<file path="src/rtl/term_pkg.sv">
// Shared constants and state type for the terminal cursor controller.
package term_pkg;

    localparam int COLS_DEF = 80;
    localparam int ROWS_DEF = 25;
    localparam int ADDR_W   = 11;

    localparam logic [7:0] SPACE = 8'h20;

    typedef enum logic {
        IDLE,
        FILL
    } state_t;

endpackage

</file>
<file path="src/rtl/term_cell_fill.sv">
// Writes a run of consecutive text-RAM cells, one per cycle, wrapping at the end of the RAM.
module term_cell_fill
    import term_pkg::*;
#(
    parameter int CELLS = COLS_DEF * ROWS_DEF
) (
    input  logic              clk,
    input  logic              rst,
    input  logic              start,
    input  logic [ADDR_W-1:0] start_addr,
    input  logic [ADDR_W-1:0] len,
    output logic              wr_en,
    output logic [ADDR_W-1:0] wr_addr,
    output logic              done
);

    localparam logic [ADDR_W-1:0] ONE       = ADDR_W'(1);
    localparam logic [ADDR_W-1:0] LAST_CELL = ADDR_W'(CELLS - 1);

    logic [ADDR_W-1:0] remaining;

    // The first write is presented the cycle after start; done marks the final write.
    always_ff @(posedge clk or posedge rst) begin
        if (rst) begin
            wr_en     <= 1'b0;
            wr_addr   <= '0;
            remaining <= '0;
        end else if (start) begin
            wr_en     <= (len != '0);
            wr_addr   <= start_addr;
            remaining <= len;
        end else if (wr_en) begin
            remaining <= remaining - ONE;
            wr_addr   <= (wr_addr == LAST_CELL) ? '0 : wr_addr + ONE;
            if (remaining == ONE) begin
                wr_en <= 1'b0;
            end
        end
    end

    assign done = wr_en && (remaining == ONE);

endmodule

</file>
<file path="src/rtl/term_cursor_ctrl.sv">
// Cursor, scroll and text-RAM write control for a character terminal.
module term_cursor_ctrl
    import term_pkg::*;
#(
    parameter int COLS = COLS_DEF,
    parameter int ROWS = ROWS_DEF
) (
    input  logic        clk,
    input  logic        rst,
    input  logic        delete,
    input  logic        cuf,
    input  logic        cub,
    input  logic        cnl,
    input  logic        cpl,
    input  logic        cha,
    input  logic        cup,
    input  logic        ed,
    input  logic        el,
    input  logic        su,
    input  logic        sd,
    input  logic        hvp,
    input  logic        scp,
    input  logic        rcp,
    input  logic        clear,
    input  logic        char_valid,
    input  logic [7:0]  char_in,
    output logic [6:0]  cur_col,
    output logic [4:0]  cur_row,
    output logic [4:0]  scroll_top,
    output logic        wr_en,
    output logic [10:0] wr_addr,
    output logic [7:0]  wr_data,
    output logic        busy
);

    localparam logic [6:0]        LAST_COL = 7'(COLS - 1);
    localparam logic [4:0]        LAST_ROW = 5'(ROWS - 1);
    localparam logic [ADDR_W-1:0] CELLS    = ADDR_W'(COLS * ROWS);
    localparam logic [ADDR_W-1:0] LINE     = ADDR_W'(COLS);

    state_t            state_q, state_d;
    logic [6:0]        col_q, col_d, sv_col_q, sv_col_d;
    logic [4:0]        row_q, row_d, sv_row_q, sv_row_d, st_q, st_d;
    logic              pend_q, pend_d, swr_q, swr_d;
    logic [ADDR_W-1:0] saddr_q, saddr_d;
    logic [7:0]        sdata_q, sdata_d;
    logic              fill_start, fill_wr, fill_done;
    logic [ADDR_W-1:0] fill_addr, fill_len, fill_wr_addr;

    logic [5:0]        phys_sum;
    logic [4:0]        phys_row, st_inc, st_dec;
    logic [ADDR_W-1:0] cur_addr, log_off;

    assign phys_sum = {1'b0, st_q} + {1'b0, row_q};
    assign phys_row = (phys_sum >= 6'(ROWS)) ? 5'(phys_sum - 6'(ROWS)) : phys_sum[4:0];
    assign cur_addr = ADDR_W'(phys_row) * LINE + ADDR_W'(col_q);
    assign log_off  = ADDR_W'(row_q) * LINE + ADDR_W'(col_q);
    assign st_inc   = (st_q == LAST_ROW) ? 5'd0 : st_q + 5'd1;
    assign st_dec   = (st_q == 5'd0) ? LAST_ROW : st_q - 5'd1;

    // A character typed at the bottom-right cell leaves pend_q set; the scroll it
    // owes runs on the next cycle, once the character write has gone out.
    always_comb begin
        state_d    = state_q;
        col_d      = col_q;
        row_d      = row_q;
        st_d       = st_q;
        sv_col_d   = sv_col_q;
        sv_row_d   = sv_row_q;
        pend_d     = pend_q;
        swr_d      = 1'b0;
        saddr_d    = saddr_q;
        sdata_d    = sdata_q;
        fill_start = 1'b0;
        fill_addr  = cur_addr;
        fill_len   = LINE;
        case (state_q)
            IDLE: begin
                if (pend_q) begin
                    pend_d     = 1'b0;
                    st_d       = st_inc;
                    fill_addr  = ADDR_W'(st_q) * LINE;
                    fill_start = 1'b1;
                end else if (clear) begin
                    st_d       = 5'd0;
                    col_d      = 7'd0;
                    row_d      = 5'd0;
                    fill_addr  = '0;
                    fill_len   = CELLS;
                    fill_start = 1'b1;
                end else if (ed) begin
                    fill_len   = CELLS - log_off;
                    fill_start = 1'b1;
                end else if (el) begin
                    fill_len   = LINE - ADDR_W'(col_q);
                    fill_start = 1'b1;
                end else if (su) begin
                    st_d       = st_inc;
                    fill_addr  = ADDR_W'(st_q) * LINE;
                    fill_start = 1'b1;
                end else if (sd) begin
                    st_d       = st_dec;
                    fill_addr  = ADDR_W'(st_dec) * LINE;
                    fill_start = 1'b1;
                end else if (delete) begin
                    if (col_q != 7'd0) begin
                        col_d   = col_q - 7'd1;
                        swr_d   = 1'b1;
                        saddr_d = cur_addr - ADDR_W'(1);
                        sdata_d = SPACE;
                    end
                end else if (cuf) begin
                    col_d = (col_q == LAST_COL) ? col_q : col_q + 7'd1;
                end else if (cub) begin
                    col_d = (col_q == 7'd0) ? col_q : col_q - 7'd1;
                end else if (cnl) begin
                    row_d = (row_q == LAST_ROW) ? row_q : row_q + 5'd1;
                    col_d = 7'd0;
                end else if (cpl) begin
                    row_d = (row_q == 5'd0) ? row_q : row_q - 5'd1;
                    col_d = 7'd0;
                end else if (cha) begin
                    col_d = 7'd0;
                end else if (cup || hvp) begin
                    row_d = 5'd0;
                    col_d = 7'd0;
                end else if (scp) begin
                    sv_col_d = col_q;
                    sv_row_d = row_q;
                end else if (rcp) begin
                    col_d = sv_col_q;
                    row_d = sv_row_q;
                end else if (char_valid) begin
                    swr_d   = 1'b1;
                    saddr_d = cur_addr;
                    sdata_d = char_in;
                    if (col_q != LAST_COL) begin
                        col_d = col_q + 7'd1;
                    end else begin
                        col_d = 7'd0;
                        if (row_q != LAST_ROW) begin
                            row_d = row_q + 5'd1;
                        end else begin
                            pend_d = 1'b1;
                        end
                    end
                end
                if (fill_start) begin
                    state_d = FILL;
                end
            end
            FILL: begin
                if (fill_done) begin
                    state_d = IDLE;
                end
            end
            default: state_d = IDLE;
        endcase
    end

    always_ff @(posedge clk or posedge rst) begin
        if (rst) begin
            state_q  <= IDLE;
            col_q    <= '0;
            row_q    <= '0;
            st_q     <= '0;
            sv_col_q <= '0;
            sv_row_q <= '0;
            pend_q   <= 1'b0;
            swr_q    <= 1'b0;
            saddr_q  <= '0;
            sdata_q  <= '0;
        end else begin
            state_q  <= state_d;
            col_q    <= col_d;
            row_q    <= row_d;
            st_q     <= st_d;
            sv_col_q <= sv_col_d;
            sv_row_q <= sv_row_d;
            pend_q   <= pend_d;
            swr_q    <= swr_d;
            saddr_q  <= saddr_d;
            sdata_q  <= sdata_d;
        end
    end

    term_cell_fill #(
        .CELLS(COLS * ROWS)
    ) u_fill (
        .clk       (clk),
        .rst       (rst),
        .start     (fill_start),
        .start_addr(fill_addr),
        .len       (fill_len),
        .wr_en     (fill_wr),
        .wr_addr   (fill_wr_addr),
        .done      (fill_done)
    );

    // Single writes and fill sweeps never overlap, so a plain select merges them.
    assign wr_en      = fill_wr | swr_q;
    assign wr_addr    = fill_wr ? fill_wr_addr : saddr_q;
    assign wr_data    = fill_wr ? SPACE : sdata_q;
    assign busy       = (state_q == FILL);
    assign cur_col    = col_q;
    assign cur_row    = row_q;
    assign scroll_top = st_q;

endmodule

</file>
<file path="config.mk">
export PLATFORM = sky130hd
export DESIGN_NAME = term_cursor_ctrl
export DESIGN_NICKNAME = d
export VERILOG_FILES = /design/src/rtl/term_pkg.sv /design/src/rtl/term_cell_fill.sv /design/src/rtl/term_cursor_ctrl.sv
export SDC_FILE = /design/constraint.sdc
export NUM_CORES = 1
export LEC_CHECK = 0
export CAP_MARGIN = 5
export CORE_MARGIN = 10
export CORE_UTILIZATION = 45
export CTS_CLUSTER_SIZE = 8
export DETAILED_ROUTE_END_ITERATION = 7
export PLACE_DENSITY = 0.71
export SLEW_MARGIN = 10
export SYNTH_ARGS = -nofsm -noshare
export SYNTH_HDL_FRONTEND = slang
export SYNTH_SLANG_ARGS = --single-unit
</file>
<file path="constraint.sdc">
create_clock -name clk -period 5.6 [get_ports clk]
set_clock_uncertainty 0.05 [all_clocks]
set_input_delay 1.12 -clock clk [delete_from_list [all_inputs] [get_ports clk]]
set_output_delay 1.12 -clock clk [all_outputs]
set_load 0.03 [all_outputs]
</file>
== Yosys cells after proc, flatten, opt, wreduce, memory -nomap -nowiden ==
Index checks and enable logic that the tools add are counted.
Operators by class
  add/sub/neg operators: 15
  multipliers: 4
  magnitude comparators: 1
  eq/ne operators: 34
  multiplexer cells: 138
  bitwise gates (word level): 15
  reduce and logical (&&, ||, !) cells: 18
Operators with widths (number)
  two-way mux 11 bit: 29
  two-way mux 5 bit: 28
  two-way mux 7 bit: 19
  two-way mux 8 bit: 12
  two-way mux 1 bit: 49
  multiplier 5 x 3 -> 7 bit (second input constant): 4
  adder 11 x 7 -> 11 bit: 2
  subtractor 11 x 1 -> 11 bit (second input constant): 2
  AND reduction 17 bit: 1
  != test 2 x 1 -> 1 bit (second input constant): 8
  != test 2 bit (second input constant): 8
  AND reduction 16 bit: 1
  AND reduction 15 bit: 1
  inverter 1 bit: 14
  nonzero test 6 bit: 2
  adder 11 x 1 -> 11 bit (second input constant): 1
  equality test 11 x 1 -> 1 bit (second input constant): 1
  equality test 11 bit (second input constant): 1
  AND reduction 11 bit: 1
  nonzero test 11 bit: 1
  subtractor 11 bit (first input constant): 1
  adder 5 x 1 -> 5 bit (second input constant): 2
  equality test 5 bit (second input constant): 2
  zero test 5 bit: 2
  27 further kinds: 33
Storage, ports and cells
  register bits after elaboration: 74
  input port bits: 26
  output and inout bits: 38

== Depth between registers and ports, before layout ==
  depth after elaboration: 19
  mapped depth: 20
  mapped depth without buffers: 20

== Modules after synthesis ==
A second synthesis with hierarchy kept.
Unflattened totals
  cells, all modules: 805
  area total of the unflattened synthesis: 6742.7 µm²
By module, submodules not included
  term_cursor_ctrl: instances 1, cells each 653, area each 5391.4 µm², seq. area each 1276.2 µm²
  term_cell_fill: instances 1, cells each 152, area each 1351.3 µm², seq. area each 575.6 µm²

== Least setup slack after synthesis ==
OpenSTA, ideal clock, no wires.
  kind: reg-to-reg
  start point: register row_q[0] (netlist: cur_row[0])
  end point: register saddr_q[10]
  setup time: 126 ps
  arrival: 4640 ps
  setup slack: 783 ps
  stages on the path, launching flop included: 19
  buffers on the path: 0
  period minus slack after synthesis: 4817 ps
  path through: dfrtp_1 ha_1 inv_1 fa_1 ha_1 nand3b_1 a31oi_1 mux2i_1 ha_1 ha_1 inv_1 fa_1 nand2b_1 or4_1 a21oi_1 a2111oi_1 xnor2_1 xnor2_1 o21ai_2
On the way
  word-level cells in the longest chain between the ends: 15
RTL lines
  from (decl): RTL line term_cursor_ctrl.sv:43  | logic [4:0] row_q, row_d, sv_row_q, sv_row_d, st_q, st_d;
  from (signal assigned): RTL line term_cursor_ctrl.sv:176  | row_q <= row_d;
  adder 5 x 5 -> 6 bit (*): RTL line term_cursor_ctrl.sv:54  | assign phys_sum = {1'b0, st_q} + {1'b0, row_q};
  subtractor 5 bit or >= comparator 6 x 5 -> 1 bit (tied branches): RTL line term_cursor_ctrl.sv:55  | assign phys_row = (phys_sum >= 6'(ROWS)) ? 5'(phys_sum - 6'(ROWS)) : phys_sum[4:0];
  two-way mux 5 bit (*): RTL line term_cursor_ctrl.sv:55
  multiplier 5 x 3 -> 7 bit (*): RTL line term_cursor_ctrl.sv:56  | assign cur_addr = ADDR_W'(phys_row) * LINE + ADDR_W'(col_q);
  adder 11 x 7 -> 11 bit (*): RTL line term_cursor_ctrl.sv:56
  two-way mux 11 bit: RTL line term_cursor_ctrl.sv:133  | end else if (char_valid) begin
  two-way mux 11 bit: RTL line term_cursor_ctrl.sv:130  | end else if (rcp) begin
  two-way mux 11 bit: RTL line term_cursor_ctrl.sv:127  | end else if (scp) begin
  two-way mux 11 bit: RTL line term_cursor_ctrl.sv:124  | end else if (cup || hvp) begin
  two-way mux 11 bit: RTL line term_cursor_ctrl.sv:122  | end else if (cha) begin
  two-way mux 11 bit: RTL line term_cursor_ctrl.sv:119  | end else if (cpl) begin
  two-way mux 11 bit: RTL line term_cursor_ctrl.sv:116  | end else if (cnl) begin
  two-way mux 11 bit: RTL line term_cursor_ctrl.sv:114  | end else if (cub) begin
  two-way mux 11 bit: RTL line term_cursor_ctrl.sv:112  | end else if (cuf) begin
  two-way mux 11 bit (*): RTL line term_cursor_ctrl.sv:105  | end else if (delete) begin
  to (signal assigned): RTL line term_cursor_ctrl.sv:182  | saddr_q <= saddr_d;
  to (decl): RTL line term_cursor_ctrl.sv:45  | logic [ADDR_W-1:0] saddr_q, saddr_d;
Every way passes the cells marked *; elsewhere a longest branch is shown, timed or not. The select of a mux whose other input is x is not followed.
A chain may end at the register's enable or synchronous reset.

== Worst setup path in the final report ==
  start point: register row_q[0] (netlist: cur_row[0])
  end point: register u_fill.wr_addr[10]
On the way
  word-level cells in the longest chain between the ends: 13
RTL lines
  adder 5 x 5 -> 6 bit (*): RTL line term_cursor_ctrl.sv:54
  subtractor 5 bit or >= comparator 6 x 5 -> 1 bit (tied branches): RTL line term_cursor_ctrl.sv:55
  two-way mux 5 bit (*): RTL line term_cursor_ctrl.sv:55
  multiplier 5 x 3 -> 7 bit (*): RTL line term_cursor_ctrl.sv:56
  adder 11 x 7 -> 11 bit (*): RTL line term_cursor_ctrl.sv:56
  two-way mux 11 bit: RTL line term_cursor_ctrl.sv:101  | end else if (sd) begin
  two-way mux 11 bit: RTL line term_cursor_ctrl.sv:97  | end else if (su) begin
  two-way mux 11 bit: RTL line term_cursor_ctrl.sv:94  | end else if (el) begin
  two-way mux 11 bit: RTL line term_cursor_ctrl.sv:91  | end else if (ed) begin
  two-way mux 11 bit: RTL line term_cursor_ctrl.sv:84  | end else if (clear) begin
  two-way mux 11 bit: RTL line term_cursor_ctrl.sv:79  | if (pend_q) begin
  two-way mux 11 bit (*): RTL line term_cursor_ctrl.sv:77  | case (state_q)
  two-way mux 11 bit (*): RTL line term_cell_fill.sv:28  | end else if (start) begin
  to (signal assigned): RTL line term_cell_fill.sv:30  | wr_addr <= start_addr;
  to (signal assigned): RTL line term_cell_fill.sv:34  | wr_addr <= (wr_addr == LAST_CELL) ? '0 : wr_addr + ONE;
  to (decl): RTL line term_cell_fill.sv:13  | output logic [ADDR_W-1:0] wr_addr,
Every way passes the cells marked *; elsewhere a longest branch is shown, timed or not.

==> flow_metrics.py <==
metrics = {
    "status": {
        "status": "completed",
    },
    "critical_path": {
        "cp-start-kind": "flop",
        "reg2reg_setup_slack_ns": 0.54,
        "worstReg2RegEnd": "u_fill.wr_addr[10]",
        "timing.rr.start": "cur_row[0]",
        "path_cells": "ha_1, inv_1, fa_1, ha_1, nand3b_1, a31oi_1, mux2i_1, ha_1, ha_1, inv_1, fa_1, nand2b_1, or4_1, a21oi_1, a2111oi_1, xnor2_1, nor2_1, o221ai_1",
        "worstSetupStartpoint": "cur_row[0]",
        "arrival_ns": 5.26,
        "worst-path-buf-inv": 2,
        "crit_cells": 18,
        "crit_end": "u_fill.wr_addr[10]",
        "crit_type": "reg -> reg",
        "crit_top_cell": "ha_1",
        "crit_required_ns": 5.80,
        "r2r_cells": 18,
        "crit_slowest_cell": "dfrtp_1",
        "path_max_fanout": 11,
        "max_stage_delay_ns": 0.53,
        "path_delay_family": "adder cells",
        "cp-end-kind": "flop",
    },
    "cells_and_area": {
        "nets": 936,
        "fin_area_um2": 7720,
        "layout_common_cells": "dfrtp_1, o21ai_0, nand2_1",
        "antennaDiodeCount": 0,
        "area_delta_synth_final_pct": 15.9,
        "drive_gt1_share_pct": 9.53,
        "layout.cells.non_filler": 1034,
        "layout_commonest_cell": "dfrtp_1",
    },
    "global_routing": {
        "first_global_vias": 5898,
        "grt_pass1_wl_mm": 29.9,
        "antenna_found_initial": 0,
        "grt_max_degree": 45,
        "grtUsageTotal_pct": 18.0,
        "grt_overflow": 0,
    },
    "placement": {
        "place_area_um2": 7430,
        "port_buffers": 63,
        "dpl.hpwl_mm": 13.6,
        "gp_congestion": 0.914,
        "placed_cells_incl_taps": 1020,
    },
    "cts": {
        "post_cts_resized": 0,
        "path_clk_slew_ns": 0.06,
        "clockRootBuffer": "clkbuf_16",
        "cts.sink_count": 74,
        "cts_tree": "yes",
        "cts_max_level": 3,
        "clock_latency_ns": 0.34,
        "ctsLongestPathBuffers": 2,
        "cts_buffers": 9,
        "cts_setup_buffers": 0,
        "cts_hold_buf": 0,
    },
    "detailed_routing": {
        "routed_via_density": 5.92,
        "ant_nets": 0,
        "wl_per_cell_um": 17.5,
        "drt_pre_antenna_iters": 5,
        "drc_errors": 0,
        "totalWireLength_mm": 18.1,
        "num_vias": 6118,
        "drtIter0Drc": 481,
    },
    "power_and_ir_drop": {
        "leakage_nw": 3.27,
        "p_per_area_nw_per_um2": 421,
        "vdd_drop_max_mv": 0.230,
    },
    "yosys": {
        "synth-seq-cells": 74,
        "synth_cells": 803,
        "synth_area_leaders": "dfrtp_1, ha_1, o21ai_0",
        "synth-edff-count": 0,
        "yosysWarnings": 0,
        "seq_area_frac_synth_pct": 27.8,
        "synth_nets": 892,
        "async_reset_ff_share_pct": 100,
        "yosysTopAreaCell": "dfrtp_1",
        "synth_cell_types": 75,
        "synth_area_um2": 6660,
        "ys.flop_type": "dfrtp_1",
        "syn_avg_cell_area_um2": 8.29,
        "synth_top_area_share_pct": 27.8,
    },
    "sta": {
        "finalHoldViolCount": 0,
        "tns_ns": 0,
        "period_minus_slack_ns": 5.06,
        "slew_headroom_pct": 23.6,
        "worstMarginPinSlew_ns": 1.14,
        "finalSetupViolations": 0,
        "fmax_mhz": 197,
        "finalMaxSlewViolations": 0,
        "post-route-period-util_pct": 90.4,
        "rsz0062_at_grt": "no",
    },
    "job": {
        "maxCapViolCount": 0,
    },
    "die": {
        "die_w_um": 142,
        "die_y_um": 142,
        "die_area_um2": 20100,
        "placementRows": 44,
        "initial_core_util_pct": 45.8,
        "core_region_area_um2": 14500,
        "io_pins": 64,
    },
    "hold_path": {
        "hold_path.class": "reg -> reg",
    },
}
[report_power, final]
part | leakage, nW | internal (mW) | switching, mW
Clock | 0.137 | 0.353 | 0.232
Combinational | 2.19 | 0.792 | 1.10
Sequential | 0.943 | 0.630 | 0.146
Total | 3.27 | 1.77 | 1.48
[sequential cells by signal, summed over array words and instances, names as in the netlist]
signal and count:
sv_col_q 7, cur_col 7, pend_q 1, sdata_q 8
u_fill.remaining 11, scroll_top 5, saddr_q 11, swr_q 1
u_fill.wr_en 1, cur_row 5, sv_row_q 5, busy 1
u_fill.wr_addr 11
[worst register-to-register path, stage by stage (launching register included)]
cell       delay, ns
dfrtp_1         0.53
ha_1            0.24
inv_1           0.06
fa_1            0.50
ha_1            0.22
nand3b_1        0.16
a31oi_1         0.41
mux2i_1         0.42
ha_1            0.31
ha_1            0.21
inv_1           0.07
fa_1            0.42
nand2b_1        0.19
or4_1           0.40
a21oi_1         0.16
a2111oi_1       0.08
xnor2_1         0.27
nor2_1          0.08
o221ai_1        0.18
[cells in the mapped netlist, types with 6 or more instances]
cell      instances
a211oi_1          8
a21o_1            8
a21oi_1          59
a221oi_1          7
a22oi_1           6
a31oi_1          14
and2_1            7
and3_1            9
buf_2            11
clkbuf_1         26
dfrtp_1          74
fa_1              6
ha_1             57
inv_1            43
mux2_2           27
mux2i_1           7
nand2_1          72
nand2b_1         19
nand3_1          23
nor2_1           63
nor2b_1          11
nor3_1           15
o21ai_0          72
o22ai_1           8
o31ai_1           6
or2_2             7
xnor2_1          37
xor2_1           16
[how the worst min path moves through the flow]
stage                    start    endpoint  slack (ns)  cells after the start
finish              sdata_q[3]  sdata_q[3]        0.42                      2
global route        saddr_q[0]  saddr_q[0]        0.46                      2
CTS                 sdata_q[3]  sdata_q[3]        0.43                      2
detailed placement  sdata_q[3]  sdata_q[3]        0.41                      2
global placement    saddr_q[4]  saddr_q[4]        0.41                      2
floorplan           sdata_q[5]  sdata_q[5]        0.39                      2
[stage by stage]
| stage | util, % | setup WS, ns | total power, mW | hold slack, ns |
|---|---|---|---|---|
| floorplan | - | 0.783 | 2.14 | 0.392 |
| global placement | 51.1 | 0.689 | 2.63 | 0.406 |
| detailed placement | 51.1 | 0.530 | 2.67 | 0.414 |
| CTS | 53.1 | 0.537 | 3.26 | 0.427 |
| global route | 53.1 | 0.173 | 3.52 | 0.459 |
| finish | 53.1 | 0.536 | 3.25 | 0.423 |
[area by class of cell]
class | count | area, um^2
Timing Repair Buffer | 74 | 713
Multi-Input combinational cell | 645 | 4470
Clock buffer | 10 | 239
Sequential cell | 74 | 1850
Inverter | 43 | 161
Tap cell | 184 | 230
Fill cell | 1402 | 6810
Clock inverter | 4 | 53.8
[logic make-up after synthesis]
| logic type | synth area share, % |
|---|---|
| and+or+nand+nor | 20.1 |
| AOI/OAI and AO/OA | 21.9 |
| buffers and inverters | 5.05 |
| DFF | 27.8 |
| adders and majority gates | 12.5 |
| xor gates and xnor gates | 6.97 |
| muxes | 5.62 |
[metal layers]
metal | global-route usage (%) | routed length (um) | vias up
met5 | 0 | 0 | -
met1 | 23.6 | 8130 | 2916
li1 | - | - | 2969
met2 | 28.8 | 8500 | 204
met3 | 3.14 | 1120 | 29
met4 | 6.94 | 369 | 0
(Power assumes the default switching activity.)
